===== src/rtl/sram_port0_arbiter_if.sv =====
// Requester-side bus of the SRAM port-0 arbiter.
//   req_valid/req_ready : per-requester handshake (ready is one-hot or zero)
//   req_we/req_wmask/req_addr/req_wdata : command fields, packed per requester
//   rsp_valid           : one-hot read-return strobe
//   rsp_data            : read word, shared by all requesters
// slave  : the arbiter side
// master : the requester side (bus adapters or a bench)
interface sram_port0_arbiter_if #(
  parameter int DATA_WIDTH    = 32,
  parameter int NUM_ADDRESSES = 1024,
  parameter int NUM_REQ       = 2
);
  localparam int AW = $clog2(NUM_ADDRESSES);

  logic [NUM_REQ-1:0]              req_valid;
  logic [NUM_REQ-1:0]              req_ready;
  logic [NUM_REQ-1:0]              req_we;
  logic [NUM_REQ*DATA_WIDTH/8-1:0] req_wmask;
  logic [NUM_REQ*AW-1:0]           req_addr;
  logic [NUM_REQ*DATA_WIDTH-1:0]   req_wdata;
  logic [NUM_REQ-1:0]              rsp_valid;
  logic [DATA_WIDTH-1:0]           rsp_data;

  modport slave (
    input  req_valid, req_we, req_wmask, req_addr, req_wdata,
    output req_ready, rsp_valid, rsp_data
  );

  modport master (
    output req_valid, req_we, req_wmask, req_addr, req_wdata,
    input  req_ready, rsp_valid, rsp_data
  );
endinterface


===== src/rtl/sram_port0_arbiter.sv =====
// Round-robin arbiter and sequencer for port 0 (read/write) of the SKY130
// SRAM array. One access per cycle is granted; the command is registered onto
// the active-low array controls, and reads are tracked through a latency
// pipeline tagged with the requester ID so each word returns to its issuer.
//   clk0, rst0   : single clock, synchronous active-high reset
//   bus          : requester handshake, commands and read returns
//   mem_csb0     : array chip select (active-low)
//   mem_web0     : array write enable (active-low)
//   mem_wmask0   : array byte mask
//   mem_address  : array word address
//   mem_datain   : array write data
//   mem_dataout  : array read data
// The bus interface instance must be built with the same DATA_WIDTH,
// NUM_ADDRESSES and NUM_REQ as this module.
module sram_port0_arbiter #(
  parameter  int DATA_WIDTH    = 32,
  parameter  int NUM_ADDRESSES = 1024,
  parameter  int NUM_REQ       = 2,
  parameter  int READ_LATENCY  = 2,
  localparam int AW            = $clog2(NUM_ADDRESSES),
  localparam int IW            = (NUM_REQ > 1) ? $clog2(NUM_REQ) : 1,
  localparam int MW            = DATA_WIDTH / 8
) (
  input  logic                    clk0,
  input  logic                    rst0,
  sram_port0_arbiter_if.slave     bus,
  output logic                    mem_csb0,
  output logic                    mem_web0,
  output logic [MW-1:0]           mem_wmask0,
  output logic [AW-1:0]           mem_address,
  output logic [DATA_WIDTH-1:0]   mem_datain,
  input  logic [DATA_WIDTH-1:0]   mem_dataout
);

  // One stage beyond the array latency: the command spends a cycle on the
  // mem_* registers before the array captures it.
  localparam int PD = READ_LATENCY + 1;

  logic [IW-1:0]         ptr_q, ptr_d;
  logic [IW-1:0]         grant_id;
  logic                  grant_found;
  logic                  accept;

  logic                  sel_we;
  logic [MW-1:0]         sel_wmask;
  logic [AW-1:0]         sel_addr;
  logic [DATA_WIDTH-1:0] sel_wdata;

  logic                  mem_csb0_q, mem_web0_q;
  logic [MW-1:0]         mem_wmask0_q;
  logic [AW-1:0]         mem_address_q;
  logic [DATA_WIDTH-1:0] mem_datain_q;

  logic [PD-1:0]         pipe_vld_q;
  logic [IW-1:0]         pipe_id_q [PD];

  logic [NUM_REQ-1:0]    rsp_valid_d, rsp_valid_q;
  logic [DATA_WIDTH-1:0] rsp_data_q;

  // Round-robin search from ptr upward with wrap: first pass covers
  // ptr..NUM_REQ-1, second pass covers 0..ptr-1.
  always_comb begin
    grant_found = 1'b0;
    grant_id    = '0;
    for (int i = 0; i < NUM_REQ; i++) begin
      if (!grant_found && (i >= int'(ptr_q)) && bus.req_valid[i]) begin
        grant_found = 1'b1;
        grant_id    = IW'(i);
      end
    end
    for (int i = 0; i < NUM_REQ; i++) begin
      if (!grant_found && (i < int'(ptr_q)) && bus.req_valid[i]) begin
        grant_found = 1'b1;
        grant_id    = IW'(i);
      end
    end
  end

  assign accept = grant_found & ~rst0;
  assign ptr_d  = (grant_id == IW'(NUM_REQ - 1)) ? '0 : grant_id + 1'b1;

  always_comb begin
    sel_we        = 1'b0;
    sel_wmask     = '0;
    sel_addr      = '0;
    sel_wdata     = '0;
    bus.req_ready = '0;
    for (int i = 0; i < NUM_REQ; i++) begin
      if (grant_id == IW'(i)) begin
        sel_we           = bus.req_we[i];
        sel_wmask        = bus.req_wmask[i*MW +: MW];
        sel_addr         = bus.req_addr[i*AW +: AW];
        sel_wdata        = bus.req_wdata[i*DATA_WIDTH +: DATA_WIDTH];
        bus.req_ready[i] = accept;
      end
    end
  end

  always_comb begin
    rsp_valid_d = '0;
    for (int i = 0; i < NUM_REQ; i++) begin
      rsp_valid_d[i] = pipe_vld_q[PD-1] && (pipe_id_q[PD-1] == IW'(i));
    end
  end

  always_ff @(posedge clk0) begin
    if (rst0) begin
      ptr_q         <= '0;
      mem_csb0_q    <= 1'b1;
      mem_web0_q    <= 1'b1;
      mem_wmask0_q  <= '0;
      mem_address_q <= '0;
      mem_datain_q  <= '0;
      pipe_vld_q    <= '0;
      for (int s = 0; s < PD; s++) begin
        pipe_id_q[s] <= '0;
      end
      rsp_valid_q   <= '0;
      rsp_data_q    <= '0;
    end else begin
      if (accept) begin
        ptr_q         <= ptr_d;
        mem_csb0_q    <= 1'b0;
        mem_web0_q    <= ~sel_we;
        mem_wmask0_q  <= sel_we ? sel_wmask : '1;
        mem_address_q <= sel_addr;
        mem_datain_q  <= sel_wdata;
      end else begin
        // Idle: deselect, leave address/data/mask as they were.
        mem_csb0_q    <= 1'b1;
        mem_web0_q    <= 1'b1;
      end

      for (int s = PD - 1; s > 0; s--) begin
        pipe_vld_q[s] <= pipe_vld_q[s-1];
        pipe_id_q[s]  <= pipe_id_q[s-1];
      end
      pipe_vld_q[0] <= accept & ~sel_we;
      pipe_id_q[0]  <= grant_id;

      rsp_valid_q <= rsp_valid_d;
      if (pipe_vld_q[PD-1]) begin
        rsp_data_q <= mem_dataout;
      end
    end
  end

  assign mem_csb0      = mem_csb0_q;
  assign mem_web0      = mem_web0_q;
  assign mem_wmask0    = mem_wmask0_q;
  assign mem_address   = mem_address_q;
  assign mem_datain    = mem_datain_q;
  assign bus.rsp_valid = rsp_valid_q;
  assign bus.rsp_data  = rsp_data_q;

endmodule


===== src/flat_wrapper.sv =====
// flat-port wrapper written by rule: the top's interface ports become plain ports
module sram_port0_arbiter_flat 
#(
  parameter  int DATA_WIDTH    = 32,
  parameter  int NUM_ADDRESSES = 1024,
  parameter  int NUM_REQ       = 2,
  parameter  int READ_LATENCY  = 2,
  localparam int AW            = $clog2(NUM_ADDRESSES),
  localparam int IW            = (NUM_REQ > 1) ? $clog2(NUM_REQ) : 1,
  localparam int MW            = DATA_WIDTH / 8
)
  (clk0, rst0, mem_csb0, mem_web0, mem_wmask0, mem_address, mem_datain, mem_dataout, bus_req_valid, bus_req_we, bus_req_wmask, bus_req_addr, bus_req_wdata, bus_req_ready, bus_rsp_valid, bus_rsp_data);
  sram_port0_arbiter_if #(.DATA_WIDTH(DATA_WIDTH), .NUM_ADDRESSES(NUM_ADDRESSES), .NUM_REQ(NUM_REQ)) bus_i ();
  input  logic clk0;
  input  logic rst0;
  output logic mem_csb0;
  output logic mem_web0;
  output logic [MW-1:0] mem_wmask0;
  output logic [AW-1:0] mem_address;
  output logic [DATA_WIDTH-1:0] mem_datain;
  input  logic [DATA_WIDTH-1:0] mem_dataout;
  input wire logic [$bits(bus_i.req_valid)-1:0] bus_req_valid;
  input wire logic [$bits(bus_i.req_we)-1:0] bus_req_we;
  input wire logic [$bits(bus_i.req_wmask)-1:0] bus_req_wmask;
  input wire logic [$bits(bus_i.req_addr)-1:0] bus_req_addr;
  input wire logic [$bits(bus_i.req_wdata)-1:0] bus_req_wdata;
  output wire logic [$bits(bus_i.req_ready)-1:0] bus_req_ready;
  output wire logic [$bits(bus_i.rsp_valid)-1:0] bus_rsp_valid;
  output wire logic [$bits(bus_i.rsp_data)-1:0] bus_rsp_data;
  assign bus_i.req_valid = bus_req_valid;
  assign bus_i.req_we = bus_req_we;
  assign bus_i.req_wmask = bus_req_wmask;
  assign bus_i.req_addr = bus_req_addr;
  assign bus_i.req_wdata = bus_req_wdata;
  assign bus_req_ready = bus_i.req_ready;
  assign bus_rsp_valid = bus_i.rsp_valid;
  assign bus_rsp_data = bus_i.rsp_data;
  sram_port0_arbiter #(.DATA_WIDTH(DATA_WIDTH), .NUM_ADDRESSES(NUM_ADDRESSES), .NUM_REQ(NUM_REQ), .READ_LATENCY(READ_LATENCY)) u_core (.clk0(clk0), .rst0(rst0), .bus(bus_i), .mem_csb0(mem_csb0), .mem_web0(mem_web0), .mem_wmask0(mem_wmask0), .mem_address(mem_address), .mem_datain(mem_datain), .mem_dataout(mem_dataout));
endmodule

===== config.mk =====
export PLATFORM = sky130hd
export DESIGN_NAME = sram_port0_arbiter_flat
export DESIGN_NICKNAME = d
export VERILOG_FILES = /design/src/rtl/sram_port0_arbiter_if.sv /design/src/rtl/sram_port0_arbiter.sv /design/src/flat_wrapper.sv
export SDC_FILE = /design/constraint.sdc
export NUM_CORES = 1
export LEC_CHECK = 0
export ABC_AREA = 1
export BUFFER_PORTS_ARGS = -buffer_cell sky130_fd_sc_hd__buf_2
export CAP_MARGIN = 20
export CORE_MARGIN = 4
export CORE_UTILIZATION = 47
export DETAILED_ROUTE_END_ITERATION = 16
export PLACE_DENSITY = 0.87
export SLEW_MARGIN = 20
export SYNTH_ARGS = -nofsm -noshare
export SYNTH_HDL_FRONTEND = slang
export SYNTH_SLANG_ARGS = --single-unit

===== constraint.sdc =====
create_clock -name clk0 -period 2.7 [get_ports clk0]
set_clock_uncertainty 0.2 [all_clocks]
set_input_delay 0.405 -clock clk0 [delete_from_list [all_inputs] [get_ports clk0]]
set_output_delay 0.405 -clock clk0 [all_outputs]
set_load 0.02 [all_outputs]

-- Word level (Yosys, flattened, before mapping)
Memories as Yosys holds them, arrays and structs flattened.
Cells that the tools add are included.
- logic and storage cells: 51
- output and inout port bits: 84
- memories: 1
- bits in writable memories: 3
- register bits: 86
- order comparisons: 2
- mux-type cells: 20
- reductions and logical operators: 9
- bitwise logic cells: 9
- $add $sub $neg: 1
- memories (name ; depth ; bits a word ; rd ports ; clocked after Yosys merged registers in ; wr ports ; line ; text):
    u_core.pipe_id_q ; 3 ; 1 ; 3 ; 0 ; 3 ; sram_port0_arbiter.sv:55 ; logic [IW-1:0] pipe_id_q [PD];
- operators with widths (cell ; count):
    two-way mux 32 bit ; 1
    two-way mux 1 bit ; 16
    two-way mux 10 bit ; 1
    two-way mux 4 bit ; 2
    logical AND 1 bit ; 6
    NOT 1 bit ; 4
    OR 1 bit ; 3
    AND 1 bit ; 2
    logical NOT 1 bit ; 2
    OR reduction 2 bit ; 1
    adder 1 bit, second input constant ; 1
    >= comparator 1 bit, first input constant ; 1
    < comparator 1 bit, first input constant ; 1

-- Logic depth before layout (Yosys ltp)
- depth in word-level cells: 13
- gate-level depth with buffers: 8

-- Worst setup path before layout
No wires, ideal clock.
- kind: in2out
- start point: in bus_req_valid[0]
- end point: out bus_req_ready[0]
- slack: 0.838 ns
- stages: 6
- buffers on the path: 2
- arrival: 1.257 ns
- cells stage by stage: nand2_1 > nand2_1 > buf_4 > buf_2 > inv_1 > nor2_1
- cells in the longest elaborated chain, start to end: 11
- RTL lines (element ; line ; text):
    from (decl) ; flat_wrapper.sv:22 ; input wire logic [$bits(bus_i.req_valid)-1:0] bus_req_valid;
    logical AND 1 bit ; sram_port0_arbiter.sv:66 ; if (!grant_found && (i >= int'(ptr_q)) && bus.req_valid[i]) begin
    two-way mux 1 bit ; sram_port0_arbiter.sv:66 ;
    logical NOT 1 bit ; sram_port0_arbiter.sv:66 ;
    logical AND 1 bit ; sram_port0_arbiter.sv:66 ;
    two-way mux 1 bit ; sram_port0_arbiter.sv:66 ;
    logical NOT 1 bit ; sram_port0_arbiter.sv:72 ; if (!grant_found && (i < int'(ptr_q)) && bus.req_valid[i]) begin
    logical AND 1 bit (2 in a row) ; sram_port0_arbiter.sv:72 ;
    two-way mux 1 bit ; sram_port0_arbiter.sv:72 ;
    AND 1 bit ; sram_port0_arbiter.sv:79 ; assign accept = grant_found & ~rst0;
    two-way mux 1 bit (*) ; sram_port0_arbiter.sv:89 ; if (grant_id == IW'(i)) begin
    to (decl) ; flat_wrapper.sv:27 ; output wire logic [$bits(bus_i.req_ready)-1:0] bus_req_ready;
Mark *: on every way between the ends. The rest lies on a longest branch, timed or not.

-- Final worst setup path
- start point: reg u_core.ptr_q
- end point: out bus_req_ready[0]
- cells in the longest elaborated chain, start to end: 12
- RTL lines (element ; line ; text):
    from (decl) ; sram_port0_arbiter.sv:39 ; logic [IW-1:0] ptr_q, ptr_d;
    from (signal assigned) ; sram_port0_arbiter.sv:122 ; ptr_q <= ptr_d;
    >= comparator 1 bit ; sram_port0_arbiter.sv:66 ;
    logical AND 1 bit ; sram_port0_arbiter.sv:66 ;
    two-way mux 1 bit ; sram_port0_arbiter.sv:66 ;
    logical NOT 1 bit ; sram_port0_arbiter.sv:66 ;
    logical AND 1 bit ; sram_port0_arbiter.sv:66 ;
    two-way mux 1 bit ; sram_port0_arbiter.sv:66 ;
    logical NOT 1 bit ; sram_port0_arbiter.sv:72 ;
    logical AND 1 bit (2 in a row) ; sram_port0_arbiter.sv:72 ;
    two-way mux 1 bit ; sram_port0_arbiter.sv:72 ;
    AND 1 bit ; sram_port0_arbiter.sv:79 ;
    two-way mux 1 bit (*) ; sram_port0_arbiter.sv:89 ;
Marks and branches as above.

==> reports/qor.txt <==
Outcome - finished clean
Core Region - 0.007331 mm^2
Post-CTS resize count - 0
Synthesis-stage register bit count - 89
Vias post-DR - 3,846
Post-Layout Cell Count - 825
Final TNS setup - 0 ns
Most common cell after layout, fill and taps aside - buf_2
Area contributors post-synth - dfxtp_1, nand2_1, nor2_1
# DRC - 0
Root Driver - clkbuf_8
Die width - 95.27 um
Post-Syn Area - 0.003580 mm^2
Max-Cap Viols - 0
Initial antenna violation count - 0
Diodes inserted - 0
Placer Congestion - 0.7946
Number of DRC markers in iteration 0 - 106
Distinct cells, synth - 14
Avg Vias per Cell - 4.662
Pwr dens - 622.4 mW/mm^2
# Post-CTS Setup Buffers - 0
HPWL Detailed - 7632 um
Vias in the first global route - 3,560
Cts hold-fix bufs - 0
CTS tree - done
Max clock buf depth - 2
Mapped Cells - 523
Total GRT Usage - 21.08%
I/O Buffers - 213
Final hold violations - 0
Startpoint types - flop
Required @ worst endpoint - 2.10 ns
Least-Margin Pin Slew - 0.9557 ns
Arr. time, crit path - 1.65 ns
Max_slew headroom - 36.22%
Seq/Total Area, Yosys - 49.77%
Most frequent cells in the layout - buf_2, nand2_1, nor2_1
Yosys top cell area share - 49.77%
CTS H-tree depth - 3
Fin crit period - 2.258 ns
Clock transition at the registers of the reported paths - 0.09 ns
Clk sinks - 89
Mean area per synthesized cell - 6.845 um^2
WL final - 9906 um
Min-Delay Path Class - input port to flop
IO Count - 214
Total nets after synthesis - 653
Setup CP Type - flop to output pin
Tcrit/Tclk final - 83.61%
Die Y - 95.27 um
Crit path capture type - output pin
Num CTS Buffers - 9
Skew-Pair Late Insertion Delay - 0.34 ns
Cell taking the most area after synthesis - dfxtp_1
Setup repair after global routing missed its margin - no
Initial Utilization - 48.83%
Peak Freq - 0.4430 GHz
Final Max Tran Viols - 0
Area Overhead vs Synth - 36.84%
Antenna Nets Post-Route - 0
Layout Utilization - 66.82%
First-pass GRT wire length - 15,280 um
Drt wl/cell - 12.01 um
Die area - 0.009076 mm^2
Design Area, Final - 0.004898 mm^2
Max Fanout on Critical Path - 25
GR Overflow Total - 0
Std cell rows - 31
Share of layout cells above drive strength 1 - 32.51%
First-pass DRT Iterations - 4
Final setup vio count - 0
Static Leak - 2.785 nW
Nets - 851
Placed cell count - 809
DP Area - 0.004669 mm^2
Pin count of the biggest net entering global routing - 69
IR drop worst, VDD - 0.0003472 V
YS warnings - 0
## state kept, by name, indices dropped and copies added (netlist names)
register and cells:
u_core.mem_web0 1, u_core.pipe_id_q 3, u_core.bus.rsp_valid 2, u_core.mem_address 10, u_core.ptr_q 1, u_core.mem_wmask0 4
u_core.mem_csb0 1, u_core.pipe_vld_q 3, u_core.mem_datain 32, u_core.bus.rsp_data 32
## final cells by class
cell class / instances / area, um^2
clock buffers: 10 / 137.6
flip-flops and latches: 89 / 1782
clock inverters: 6 / 91.34
repair buffers: 217 / 1121
well taps: 99 / 123.9
multi-input cells: 350 / 1440
fillers: 634 / 2432
inverters: 54 / 202.7
## path summary, 6_finish.rpt
kind | slack (ns) | end | cells after the start | start
max | 0.44 | bus_req_ready[0] | 6 | u_core.ptr_q$_SDFFE_PP0P_
min | 0.08 | u_core.bus.rsp_data[29]$_SDFFE_PP0P_ | 3 | mem_dataout[29]
max reg2reg | 0.77 | u_core.mem_wmask0[1]$_SDFFE_PP0P_ | 7 | u_core.ptr_q$_SDFFE_PP0P_
min reg2reg | 0.20 | u_core.pipe_id_q[0][2]$_SDFF_PP0_ | 2 | u_core.pipe_id_q[0][1]$_SDFF_PP0_
## power breakdown
| group | leakage (nW) | switching, mW | internal, mW |
|---|---|---|---|
| clock network | 0.105 | 0.467 | 0.548 |
| logic | 1.95 | 0.352 | 0.214 |
| registers | 0.735 | 0.0517 | 1.42 |
| total | 2.79 | 0.871 | 2.18 |
## critical path, cell delays in order, from the launching register on
cell,delay (ns)
dfxtp_1,0.33
inv_1,0.06
nand2_1,0.13
nand2_2,0.40
inv_1,0.11
nor2_1,0.12
buf_2,0.17
## through the flow
step / hold WS (ns) / power, mW / setup slack [ns]
after floorplan: 0.1883 / 1.827 / 0.8378
after global placement: 0.1894 / 2.049 / 0.7037
after detailed placement: 0.1945 / 2.067 / 0.6471
after CTS: 0.06228 / 3.079 / 0.4182
after global routing: 0.07961 / 3.210 / 0.3028
final: 0.08040 / 3.049 / 0.4424
## kinds of logic (layout without fill, tap and decap cells)
group	after synthesis	in the layout	share of synthesized area (%)
buffers and inverters	84	287	10.21
AO/OA/AOI/OAI	75	75	10.49
AND/OR/NAND/NOR	275	275	29.54
flip-flops	89	89	49.77
## per-layer routing
metal,GRT usage (%),vias up,part of all wire [%]
met2,36.50,166,48
li1,-,1980,-
met4,8.894,0,2.5
met1,24.15,1678,40
met3,6.077,22,10
met5,0,-,0
## cells in the mapped netlist
| library cell | instances |
|---|---|
| nand2_1 | 146 |
| nor2_1 | 115 |
| dfxtp_1 | 89 |
| inv_1 | 54 |
| o21ai_1 | 41 |
| o21ai_0 | 34 |
| buf_2 | 13 |
| nand3_1 | 11 |
| clkbuf_1 | 10 |
| buf_4 | 5 |
| buf_6 | 2 |
| nor2_2 | 1 |
| nor2_4 | 1 |
| nor3_1 | 1 |
No activity file was read; power rests on OpenSTA's default activity.
